<file path="config.mk">
export PLATFORM = sky130hd
export DESIGN_NAME = ahb_master_wr_fifo
export DESIGN_NICKNAME = d
export VERILOG_FILES = /design/src/rtl/ahb_master_wr_fifo.sv
export SDC_FILE = /design/constraint.sdc
export NUM_CORES = 1
export LEC_CHECK = 0
export CELL_PAD_IN_SITES_DETAIL_PLACEMENT = 0
export CELL_PAD_IN_SITES_GLOBAL_PLACEMENT = 2
export CORE_MARGIN = 4
export CORE_UTILIZATION = 54
export CTS_BUF_LIST = sky130_fd_sc_hd__clkbuf_4 sky130_fd_sc_hd__clkbuf_8
export DETAILED_ROUTE_END_ITERATION = 10
export HOLD_SLACK_MARGIN = 0.06
export PLACE_DENSITY_LB_ADDON = 0.1
export SLEW_MARGIN = 25
export SYNTH_ARGS = -nofsm -noshare
export SYNTH_HDL_FRONTEND = slang
export SYNTH_SLANG_ARGS = --single-unit
</file>
<file path="constraint.sdc">
create_clock -name i_hclk -period 6.51 [get_ports i_hclk]
set_clock_uncertainty 0.15 [all_clocks]
set_input_delay 1.302 -clock i_hclk [delete_from_list [all_inputs] [get_ports i_hclk]]
set_output_delay 1.302 -clock i_hclk [all_outputs]
set_load 0.01 [all_outputs]
</file>
<file path="src/rtl/ahb_master_wr_fifo.sv">
// First-word-fall-through write buffer feeding the AHB master UI port.
// Flags and head data are decoded from registered state only.
module ahb_master_wr_fifo #(
  parameter int BUS_WDT   = 32,
  parameter int DEPTH     = 16,
  parameter int AE_THRESH = 1,
  parameter int AF_THRESH = 2
) (
  input  logic                       i_hclk,
  input  logic                       i_hreset,
  input  logic                       i_flush,
  input  logic                       i_wr_en,
  input  logic [BUS_WDT-1:0]         i_wr_data,
  output logic                       o_full,
  output logic                       o_almost_full,
  output logic [$clog2(DEPTH):0]     o_level,
  output logic                       o_overflow,
  output logic                       o_underflow,
  output logic [BUS_WDT-1:0]         o_xfer_data,
  output logic                       o_xfer_dav,
  output logic                       o_xfer_almost_empty,
  input  logic                       i_xfer_adv
);

  localparam int AW = $clog2(DEPTH);
  localparam int LW = AW + 1;
  localparam logic [LW-1:0] DEPTH_L = LW'(DEPTH);
  localparam logic [LW-1:0] AE_L    = LW'(AE_THRESH);
  localparam logic [LW-1:0] AF_L    = LW'(DEPTH - AF_THRESH);

  if (!(BUS_WDT == 32 || BUS_WDT == 64)) begin : g_bad_wdt
    $error("ahb_master_wr_fifo: BUS_WDT must be 32 or 64");
  end
  if (DEPTH < 4 || (DEPTH & (DEPTH - 1)) != 0) begin : g_bad_depth
    $error("ahb_master_wr_fifo: DEPTH must be a power of 2 and at least 4");
  end
  if (AE_THRESH >= DEPTH || AF_THRESH >= DEPTH) begin : g_bad_thresh
    $error("ahb_master_wr_fifo: thresholds must be below DEPTH");
  end

  logic [BUS_WDT-1:0] mem_q [DEPTH];
  logic [AW-1:0]      wr_ptr_q, wr_ptr_d;
  logic [AW-1:0]      rd_ptr_q, rd_ptr_d;
  logic [LW-1:0]      level_q, level_d;
  logic               overflow_q, overflow_d;
  logic               underflow_q, underflow_d;
  logic               full, dav, push_ok, pop_ok, mem_we;

  assign full    = (level_q == DEPTH_L);
  assign dav     = (level_q != '0);
  assign push_ok = i_wr_en & ~full;
  assign pop_ok  = i_xfer_adv & dav;

  always_comb begin
    // NOTE: every always_comb output gets a default first so no path leaves it unassigned (no latch).
    wr_ptr_d    = wr_ptr_q;
    rd_ptr_d    = rd_ptr_q;
    level_d     = level_q;
    overflow_d  = overflow_q;
    underflow_d = underflow_q;
    mem_we      = 1'b0;
    if (i_flush) begin
      // Flush clears contents but keeps the sticky error flags.
      wr_ptr_d = '0;
      rd_ptr_d = '0;
      level_d  = '0;
    end else begin
      overflow_d  = overflow_q | (i_wr_en & full);
      underflow_d = underflow_q | (i_xfer_adv & ~dav);
      mem_we      = push_ok & ~i_hreset;
      if (push_ok) wr_ptr_d = wr_ptr_q + 1'b1;
      if (pop_ok)  rd_ptr_d = rd_ptr_q + 1'b1;
      if (push_ok && !pop_ok)      level_d = level_q + 1'b1;
      else if (pop_ok && !push_ok) level_d = level_q - 1'b1;
    end
  end

  // NOTE: sequential state uses non-blocking assignments so every flop samples pre-edge values.
  always_ff @(posedge i_hclk) begin
    if (i_hreset) begin
      wr_ptr_q    <= '0;
      rd_ptr_q    <= '0;
      level_q     <= '0;
      overflow_q  <= 1'b0;
      underflow_q <= 1'b0;
    end else begin
      wr_ptr_q    <= wr_ptr_d;
      rd_ptr_q    <= rd_ptr_d;
      level_q     <= level_d;
      overflow_q  <= overflow_d;
      underflow_q <= underflow_d;
    end
  end

  // NOTE: the storage array has no reset; stale entries are never visible because the head is gated by dav.
  always_ff @(posedge i_hclk) begin
    if (mem_we) mem_q[wr_ptr_q] <= i_wr_data;
  end

  assign o_full              = full;
  assign o_almost_full       = (level_q >= AF_L);
  assign o_level             = level_q;
  assign o_overflow          = overflow_q;
  assign o_underflow         = underflow_q;
  assign o_xfer_dav          = dav;
  assign o_xfer_almost_empty = (level_q <= AE_L);
  assign o_xfer_data         = dav ? mem_q[rd_ptr_q] : '0;

endmodule

</file>
Yosys cells after proc, flatten, opt, wreduce, memory -nomap -nowiden
Memories as Yosys holds them, arrays and structs flattened. A register that Yosys moved wholly into a read port is not among the register bits. Index checks and enable logic that the tools add are counted.

Add/subtract/negate cells: 4. $lt $le $gt $ge: 2. Eq/ne operators: 1. Multiplexer cells: 8. Bitwise gates (word level): 10. Reductions and logical operators: 7.

Operator list (number): $mux 32 (1); $mux 5 (2); $add 4x1->4 const B (2); $mux 4 (2); $add 5x1->5 const B (1); $and 1x1->1 (5); $eq 5x5->1 const B (1); $ge 5x4->1 const B (1); $le 5x1->1 const B (1); $reduce_bool 5->1 (1); $sub 5x1->5 const B (1); $mux 1 (3); $not 1->1 (3); $logic_and 1x1->1 (2); $logic_not 1->1 (2); $or 1x1->1 (2); $reduce_bool 2->1 (1); $reduce_or 2->1 (1).

Bits in registers: 15. Bits in writable memories: 512. Bits of input ports: 37. Output and inout bits: 43. Word-level logic and storage cells: 38. Memories kept: 1.

Memories: mem_q (words 16, bits a word 32, rd ports 1, clocked after memory_dff 1, wr ports 1, RTL line 41) `logic [BUS_WDT-1:0] mem_q [DEPTH];`.

Longest topological paths before layout
Gate-level depths: netlist of the first run.

Depth in word-level cells: 7. Mapped depth: 10. Depth with buffers taken out: 9.

Least setup slack after synthesis of the first run
OpenSTA, ideal clock, no wires.

Path kind: input to register. From: input i_flush. To: memory mem_q[0][0] (enable). Setup time: 421 ps. Data arrival time: 3410 ps. Required time: 5939 ps. Path slack: 2529 ps. Stages: 4. Buffers on the path: 1. Cells stage by stage: or2_1 clkbuf_1 or3_1 nor2_1.

Cells in the longest elaborated chain, start to end: 3.

RTL lines: from (decl) (RTL line 11) `input logic i_flush,`; $mux 1 (RTL line 62) `if (i_flush) begin`; $mux 1 (RTL line 97) `if (mem_we) mem_q[wr_ptr_q] <= i_wr_data;`; $mux 1 (implied by the code) (RTL line 97); to (decl) (RTL line 41).

Every way passes these cells.

Worst setup path after layout of the first run
From: register level_q[0] (netlist: o_level[0]). To: output o_xfer_data[21].

Cells in the longest elaborated chain, start to end: 2.

RTL lines: from (decl) (RTL line 44) `logic [LW-1:0] level_q, level_d;`; from (signal assigned) (RTL line 89) `level_q <= level_d;`; $reduce_bool 5->1 (RTL line 50) `assign dav = (level_q != '0);`; $mux 32 (RTL line 107) `assign o_xfer_data = dav ? mem_q[rd_ptr_q] : '0;`; to (decl) (RTL line 19) `output logic [BUS_WDT-1:0] o_xfer_data,`.

Every way passes these cells.

==> tab_implementation.tex, run 1 <==
\begin{tabular}{lr}
\hline
Metric & Value \\
\hline
\multicolumn{2}{l}{\textbf{STA}} \\
Worst slew slack as a fraction of its limit & 28.16\% \\
Final sum of negative setup slack & 0 ns \\
Final critical-path share of the clock period & 74.49\% \\
Count of final setup violators & 0 \\
Number of pins with negative max-slew slack in the final report & 0 \\
Setup repair after global routing missed its margin & no \\
Final Hold Fails & 0 \\
Time the final worst path needs with I/O delays and setup & 4.849 ns \\
Slew @ Worst Pin & 1.075 ns \\
Max Freq & 0.2062 GHz \\
\multicolumn{2}{l}{\textbf{Logic synthesis}} \\
Area share of fa/ha/maj cells after synthesis & 0.6739\% \\
Register area share after synthesis & 77.15\% \\
Post-synthesis simple-gate area fraction & 3.100\% \\
Share of the synthesized area in compound gates (AO/OA/AOI/OAI) & 1.489\% \\
Number of warnings printed during yosys synthesis & 0 \\
Summed instance area of the synthesized netlist & 20420 µm² \\
Avg Inst Size Synth & 21.57 µm² \\
Proportion of register bits with asynchronous set or reset after synthesis & 0\% \\
Post-synthesis instance total & 947 \\
Commonest cells in the netlist & edfxtp\_1, mux4\_2, nand3\_1 \\
Biggest area consumer among synthesized cells & edfxtp\_1 \\
Multiplexer share of the synthesized area & 15.73\% \\
Largest family of logic cells by synthesized area & multiplexers \\
Number of storage elements in the synthesis netlist & 531 \\
Share of Yosys cell area claimed by the top area cell type & 75.28\% \\
Primary FF master, synth & edfxtp\_1 \\
Syn Nets & 995 \\
Largest cells by area after synthesis & edfxtp\_1, mux4\_2, dfxtp\_1, nand3\_1, mux2i\_1 \\
Dominant cell by count in the synthesized netlist & edfxtp\_1 \\
Post-synthesis xor/xnor area fraction & 0.4289\% \\
Cell variety after synth & 33 \\
Number of enable-type register cells in the synthesized netlist & 512 \\
\multicolumn{2}{l}{\textbf{Critical path}} \\
Worst Setup EP & o\_xfer\_data[21] \\
Reg-to-reg startpoint & o\_level[0] \\
End of the worst register-to-register path & o\_level[4] \\
Origin of the worst setup path & o\_level[0] \\
Required @ worst endpoint & 5.06 ns \\
Cell count of the worst reg-to-reg path & 10 \\
Setup crit start kind & flop \\
Worst R2R Setup Slack & 3.04 ns \\
Worst setup path class & flop to output port \\
Crit. End Element & output port \\
Largest fanout on the critical path & 70 \\
Arrival time at the worst endpoint & 3.40 ns \\
\multicolumn{2}{l}{\textbf{Detailed routing}} \\
Detailed router's first-iteration violation count & 795 \\
Ratio of routed vias to standard cells & 5.866 \\
Post-route antenna net violation count & 0 \\
Total wire length after detailed routing & 42.93 mm \\
Vias after detailed routing & 9690 \\
Iteration count of the initial detailed-routing pass & 5 \\
Mean routed wirelength per cell & 25.98 µm \\
Count of unresolved DRC violations after routing & 0 \\
\multicolumn{2}{l}{\textbf{Final layout}} \\
Area grow syn2layout & 15.54\% \\
Number of antenna diodes & 0 \\
NumNets Final & 1128 \\
Fraction of layout instances using a drive strength above 1 & 26.57\% \\
Layout Cell Area excl Fill & 23600 µm² \\
\multicolumn{2}{l}{\textbf{Power}} \\
Worst IR drop on VDD & 238.4 µV \\
Pleak & 7.118 nW \\
P per Cell Area & 304.5 nW/µm² \\
\multicolumn{2}{l}{\textbf{Floorplanning}} \\
Top-level port count & 80 \\
Die outline area & 40990 µm² \\
Row cnt & 70 \\
Effective utilization at floorplan & 55.25\% \\
Placeable core region & 36960 µm² \\
Die Width & 202.5 µm \\
Height of the chip & 202.5 µm \\
\multicolumn{2}{l}{\textbf{Clocking}} \\
Number of hold-repair buffers added at the cts stage & 0 \\
CTS Root Buffer Type & clkbuf\_8 \\
CTS tree & done \\
Number of buffers created by CTS & 82 \\
Post-cts gate resize count & 0 \\
Buffers inserted by post-CTS timing repair & 0 \\
Clock slew at reported path FFs & 0.06 ns \\
Clk sink count & 531 \\
CTS H-tree depth & 3 \\
Max clock buf depth & 3 \\
Worst-skew pair later-pin latency & 0.62 ns \\
\multicolumn{2}{l}{\textbf{Global routing}} \\
Fraction of met2 tracks used by global routing & 34.44\% \\
Overflow after GRT & 0 \\
Vias in the first global route & 10300 \\
Gr usage total & 21.54\% \\
Met3 global-route usage & 4.552\% \\
GRT met1 Usage & 31.35\% \\
Busiest grt layer & met2 \\
Number of antenna violations at the first check in global routing & 0 \\
Global-route wire length before repair & 65.53 mm \\
Maximum number of pins on one net before global-route repair & 71 \\
\multicolumn{2}{l}{\textbf{Run}} \\
Number of maximum-capacitance constraint violations & 0 \\
\multicolumn{2}{l}{\textbf{Placed design}} \\
Buffers added on ports & 79 \\
Detailed Place HPWL & 22.64 mm \\
Last weighted congestion value of the routability-driven placer & 0.7331 \\
Placed Instance Area & 21930 µm² \\
\multicolumn{2}{l}{\textbf{Hold path}} \\
HP Class & flop to flop \\
\multicolumn{2}{l}{\textbf{Outcome}} \\
Result of the run & finished, final reports clean \\
\hline
\end{tabular}
==> flip-flops by register name (all words and copies together), names as in the netlist, named ones only <==
name         flops
mem_q          512
o_level          5
rd_ptr_q         4
wr_ptr_q         4
o_overflow       1
o_underflow      1
==> placed cells by master (no fill, tap or decap), types with 4 or more instances in the layout <==
cell / n
edfxtp_1: 512
mux4_2: 128
clkbuf_8: 88
clkdlybuf4s50_1: 79
nand3_1: 70
mux2i_1: 33
o211ai_1: 33
clkbuf_4: 30
clkinv_1: 23
buf_4: 22
nor2_1: 17
nor2_4: 16
dfxtp_1: 16
ha_1: 11
a21oi_1: 9
inv_1: 7
nand2_1: 7
xor2_1: 7
clkinv_2: 4
==> worst min-delay path by stage <==
stage                startpoint  slack, ns  cells past startpoint           to
floorplan           rd_ptr_q[1]       0.31                      2         flop
global placement    o_underflow       0.30                      2  o_underflow
detailed placement  o_underflow       0.30                      2  o_underflow
CTS                 o_underflow       0.31                      2  o_underflow
global route        o_underflow       0.32                      2  o_underflow
finish              o_underflow       0.31                      2  o_underflow
==> critical path, stage by stage (launching register included) <==
cell and delay (ns):
dfxtp_1 0.46, inv_1 0.13, ha_1 0.23, or4b_4 0.22, buf_4 0.72, nand3_1 0.15
o211ai_1 0.25, clkdlybuf4s50_1 0.61
==> cell families (layout without fill, tap and decap cells) <==
group,count (synthesis),count (layout)
muxes,161,161
xor gates and xnor gates,10,10
AOI/OAI and AO/OA,44,44
DFF,531,531
adders and majority gates,11,11
and+or+nand+nor,128,128
buffers and inverters,62,263
==> where the power goes <==
group	internal (W)	switching, W
Sequential	0.00376	0.0000246
Combinational	0.000280	0.000369
Clock	0.00150	0.00125
==> per-layer routing <==
metal	wire length [µm]	part of all wire, %	vias up
met2	21130	49	267
met3	2227	5.2	45
met4	569	1.3	0
met5	0	0	-
li1	-	-	4241
met1	19000	44	5137
==> through the flow <==
step	total power, W	instances	util [%]	hold WS, ns	setup WS (ns)
finish	0.007185	1652	63.84	0.3053	1.661
global placement	0.004513	1499	59.32	0.2995	2.095
global route	0.007472	1652	63.84	0.3222	1.383
floorplan	0.004200	947	-	0.3129	2.529
CTS	0.007252	1651	63.78	0.3109	1.500
detailed placement	0.004519	1499	59.34	0.2994	2.068
==> layout make-up <==
class	instances	area, µm²
Sequential cell	531	15770
Fill cell	2571	13360
Multi-Input combinational cell	354	4513
Clock buffer	118	1436
Timing Repair Buffer	104	1016
Tap cell	504	630.6
Clock inverter	34	207.7
Inverter	7	26.28
(Power assumes the default switching activity.)
==> run 2, diff against run 1 <==
- CORE_UTILIZATION: 54 -> 50
- clock period: 6.51 -> 4.9 ns (I/O delays scaled with it)
==> run 2 against run 1 <==
  * Design area grew 1.1%
  * Sequential cell count unchanged
  * Count of clock-buffer cells in the layout down 5
  * Combinational power up 38%
  * Power rose by 35%
  * Die area rose by 7.7%
  * First-iteration DRC count fell by 6.8%
  * Wire length rose by 0.64%
==> tab_implementation.tex, run 2 (synthesis results as in run 1) <==
\begin{tabular}{lr}
\hline
Metric & Value \\
\hline
\multicolumn{2}{l}{\textbf{STA}} \\
Slew @ Worst Pin & 0.9045 ns (was 1.075 ns) \\
Time the final worst path needs with I/O delays and setup & 4.399 ns \\
Final critical-path share of the clock period & 89.78\% \\
Final Hold Fails & 0 (unchanged) \\
Count of final setup violators & 0 (unchanged) \\
Max Freq & 0.2273 GHz \\
Final sum of negative setup slack & 0 ns (unchanged) \\
Final setup margin & 0.5009 ns (was 1.661 ns) \\
Worst slew slack as a fraction of its limit & 39.70\% (was 28.16\%) \\
Setup repair after global routing missed its margin & no (unchanged) \\
Number of pins with negative max-slew slack in the final report & 0 (unchanged) \\
\multicolumn{2}{l}{\textbf{Critical path}} \\
CP max-delay cell & dfxtp\_4 (was buf\_4) \\
Delay of the slowest cell on the worst path & 0.72 ns (about the same) \\
Arrival time at the worst endpoint & 3.27 ns (was 3.40 ns) \\
Setup crit start kind & flop (unchanged) \\
Reg-to-reg startpoint & o\_level[0] (unchanged) \\
Required @ worst endpoint & 3.77 ns (was 5.06 ns) \\
Largest fanout on the critical path & 36 (was 70) \\
CP top delay family & buffers and inverters (unchanged) \\
Buffers plus inverters on the worst setup path & 3 (unchanged) \\
Worst setup path class & flop to output port (unchanged) \\
Series of cell instances along the critical path & buf\_4, buf\_4, mux4\_2, mux2i\_1, o211ai\_1, clkdlybuf4s50\_1 (was inv\_1, ha\_1, or4b\_4, buf\_4, nand3\_1, o211ai\_1, clkdlybuf4s50\_1) \\
Crit path top cell by count & buf\_4 \\
Crit. End Element & output port (unchanged) \\
\multicolumn{2}{l}{\textbf{Floorplanning}} \\
Placeable core region & 40100 µm² (was 36960 µm²) \\
Die outline area & 44140 µm² (was 40990 µm²) \\
Height of the chip & 210.1 µm (was 202.5 µm) \\
Top-level port count & 80 (unchanged) \\
Row cnt & 73 (was 70) \\
Die Width & 210.1 µm (was 202.5 µm) \\
Effective utilization at floorplan & 50.93\% (was 55.25\%) \\
\multicolumn{2}{l}{\textbf{Hold path}} \\
HP Class & flop to flop (unchanged) \\
Startpoint of the tightest hold check path & o\_underflow (unchanged) \\
\multicolumn{2}{l}{\textbf{Clocking}} \\
CTS Root Buffer Type & clkbuf\_8 (unchanged) \\
Clock slew at reported path FFs & 0.06 ns (about the same) \\
Clk sink count & 531 (unchanged) \\
CTS H-tree depth & 3 (unchanged) \\
Worst-skew pair later-pin latency & 0.62 ns (about the same) \\
Max clock buf depth & 3 (unchanged) \\
Number of hold-repair buffers added at the cts stage & 0 (unchanged) \\
Number of buffers created by CTS & 85 (was 82) \\
Buffers inserted by post-CTS timing repair & 0 (unchanged) \\
Post-cts gate resize count & 0 (unchanged) \\
CTS tree & done (unchanged) \\
\multicolumn{2}{l}{\textbf{Global routing}} \\
Maximum number of pins on one net before global-route repair & 71 (unchanged) \\
Vias in the first global route & 10410 (was 10300) \\
Overflow after GRT & 0 (unchanged) \\
Global-route wire length before repair & 66.27 mm (was 65.53 mm) \\
Number of antenna violations at the first check in global routing & 0 (unchanged) \\
Gr usage total & 20.07\% (was 21.54\%) \\
\multicolumn{2}{l}{\textbf{Final layout}} \\
NumNets Final & 1140 (was 1128) \\
Commonest cells after routing, fill and taps aside & edfxtp\_1, mux4\_2, clkbuf\_8 (unchanged) \\
Number of flip-flops in the largest register & 512 (unchanged) \\
Register name with the most flops & mem\_q (unchanged) \\
Commonest non-fill, non-tap cell in the layout & edfxtp\_1 (unchanged) \\
Sequential cell area & 15770 µm² (unchanged) \\
Number of antenna diodes & 0 (unchanged) \\
Multi-input gate area & 4507 µm² (was 4513 µm²) \\
Layout filler cell count & 2869 (was 2571) \\
Fraction of layout instances using a drive strength above 1 & 27.42\% (was 26.57\%) \\
Area grow syn2layout & 16.84\% (was 15.54\%) \\
\multicolumn{2}{l}{\textbf{Placed design}} \\
Detailed Place HPWL & 24.71 mm (was 22.64 mm) \\
Post-placement setup slack & 1.055 ns (was 2.068 ns) \\
Buffers added on ports & 79 (unchanged) \\
Last weighted congestion value of the routability-driven placer & 0.7442 (was 0.7331) \\
\multicolumn{2}{l}{\textbf{Power}} \\
P per Cell Area & 405.3 nW/µm² (was 304.5 nW/µm²) \\
Worst IR drop on VDD & 209.7 µV (was 238.4 µV) \\
Overall power of the completed layout & 0.009671 W (was 0.007185 W) \\
Pleak & 7.224 nW (was 7.118 nW) \\
\multicolumn{2}{l}{\textbf{Detailed routing}} \\
Detailed router's first-iteration violation count & 741 (was 795) \\
Count of unresolved DRC violations after routing & 0 (unchanged) \\
Total wire length after detailed routing & 43.20 mm (was 42.93 mm) \\
Post-route antenna net violation count & 0 (unchanged) \\
Vias after detailed routing & 9831 (was 9690) \\
Ratio of routed vias to standard cells & 5.848 (was 5.866) \\
Mean routed wirelength per cell & 25.70 µm (was 25.98 µm) \\
Iteration count of the initial detailed-routing pass & 5 (unchanged) \\
\multicolumn{2}{l}{\textbf{Outcome}} \\
Result of the run & finished, final reports clean (unchanged) \\
\multicolumn{2}{l}{\textbf{Run}} \\
Number of maximum-capacitance constraint violations & 0 (unchanged) \\
\hline
\end{tabular}
[run 2: cell types whose count changed in the layout (fill, tap and decap cells not counted), moves of 3 or more]
cell,previous run,this run
buf_12,3,13
clkinv_2,4,10
clkbuf_4,30,26
clkinv_1,23,19
bufinv_16,2,5
[run 2: final cells by class]
cell class,count,area share (%)
clock inverters,38,1.274
inverters,7,0.1101
multi-input cells,354,18.89
flip-flops and latches,531,66.07
well taps,525,2.753
clock buffers,113,5.836
repair buffers,113,5.065
[run 2: power breakdown]
part	internal (W)	total [W]	switching, W
combinational	0.000400	0.000896	0.000496
sequential	0.00500	0.00503	0.0000297
clock	0.00211	0.00375	0.00163
[run 2: path summary, 6_finish.rpt]
kind         cells past startpoint  slack (ns)         endpoint
max reg2reg                      7        1.73    mem_q[14][24]
min                              2        0.29      o_underflow
max                              6        0.50  o_xfer_data[29]
min reg2reg                      2        0.29      o_underflow
[run 2: metrics by stage]
| step | util [%] | instances | cell area [µm²] | hold WS [ns] |
|---|---|---|---|---|
| final | 59.51 | 1681 | 23860 | 0.2947 |
| after global routing | 59.51 | 1681 | 23860 | 0.3183 |
| after CTS | 59.51 | 1681 | 23860 | 0.2975 |
| after detailed placement | 55.28 | 1530 | 22170 | 0.2910 |
| after global placement | 55.28 | 1530 | 22170 | 0.2951 |
| after floorplan | - | 947 | 20420 | 0.3129 |
[run 2: routing by layer]
layer	GRT usage [%]	up-vias	routed length (µm)
met4	5.648	0	791
met1	28.61	5228	18950
li1	-	4264	-
met5	0	-	0
met3	3.334	69	2019
met2	32.75	270	21440
[run 2: worst register-to-register path, stage by stage, from the launching register on]
cell and delay [ns]:
dfxtp_1 0.45, inv_1 0.14, ha_1 0.22, nand4bb_1 0.23, and2_1 0.31, nand2_1 0.30, nor2_4 0.45, buf_4 0.52
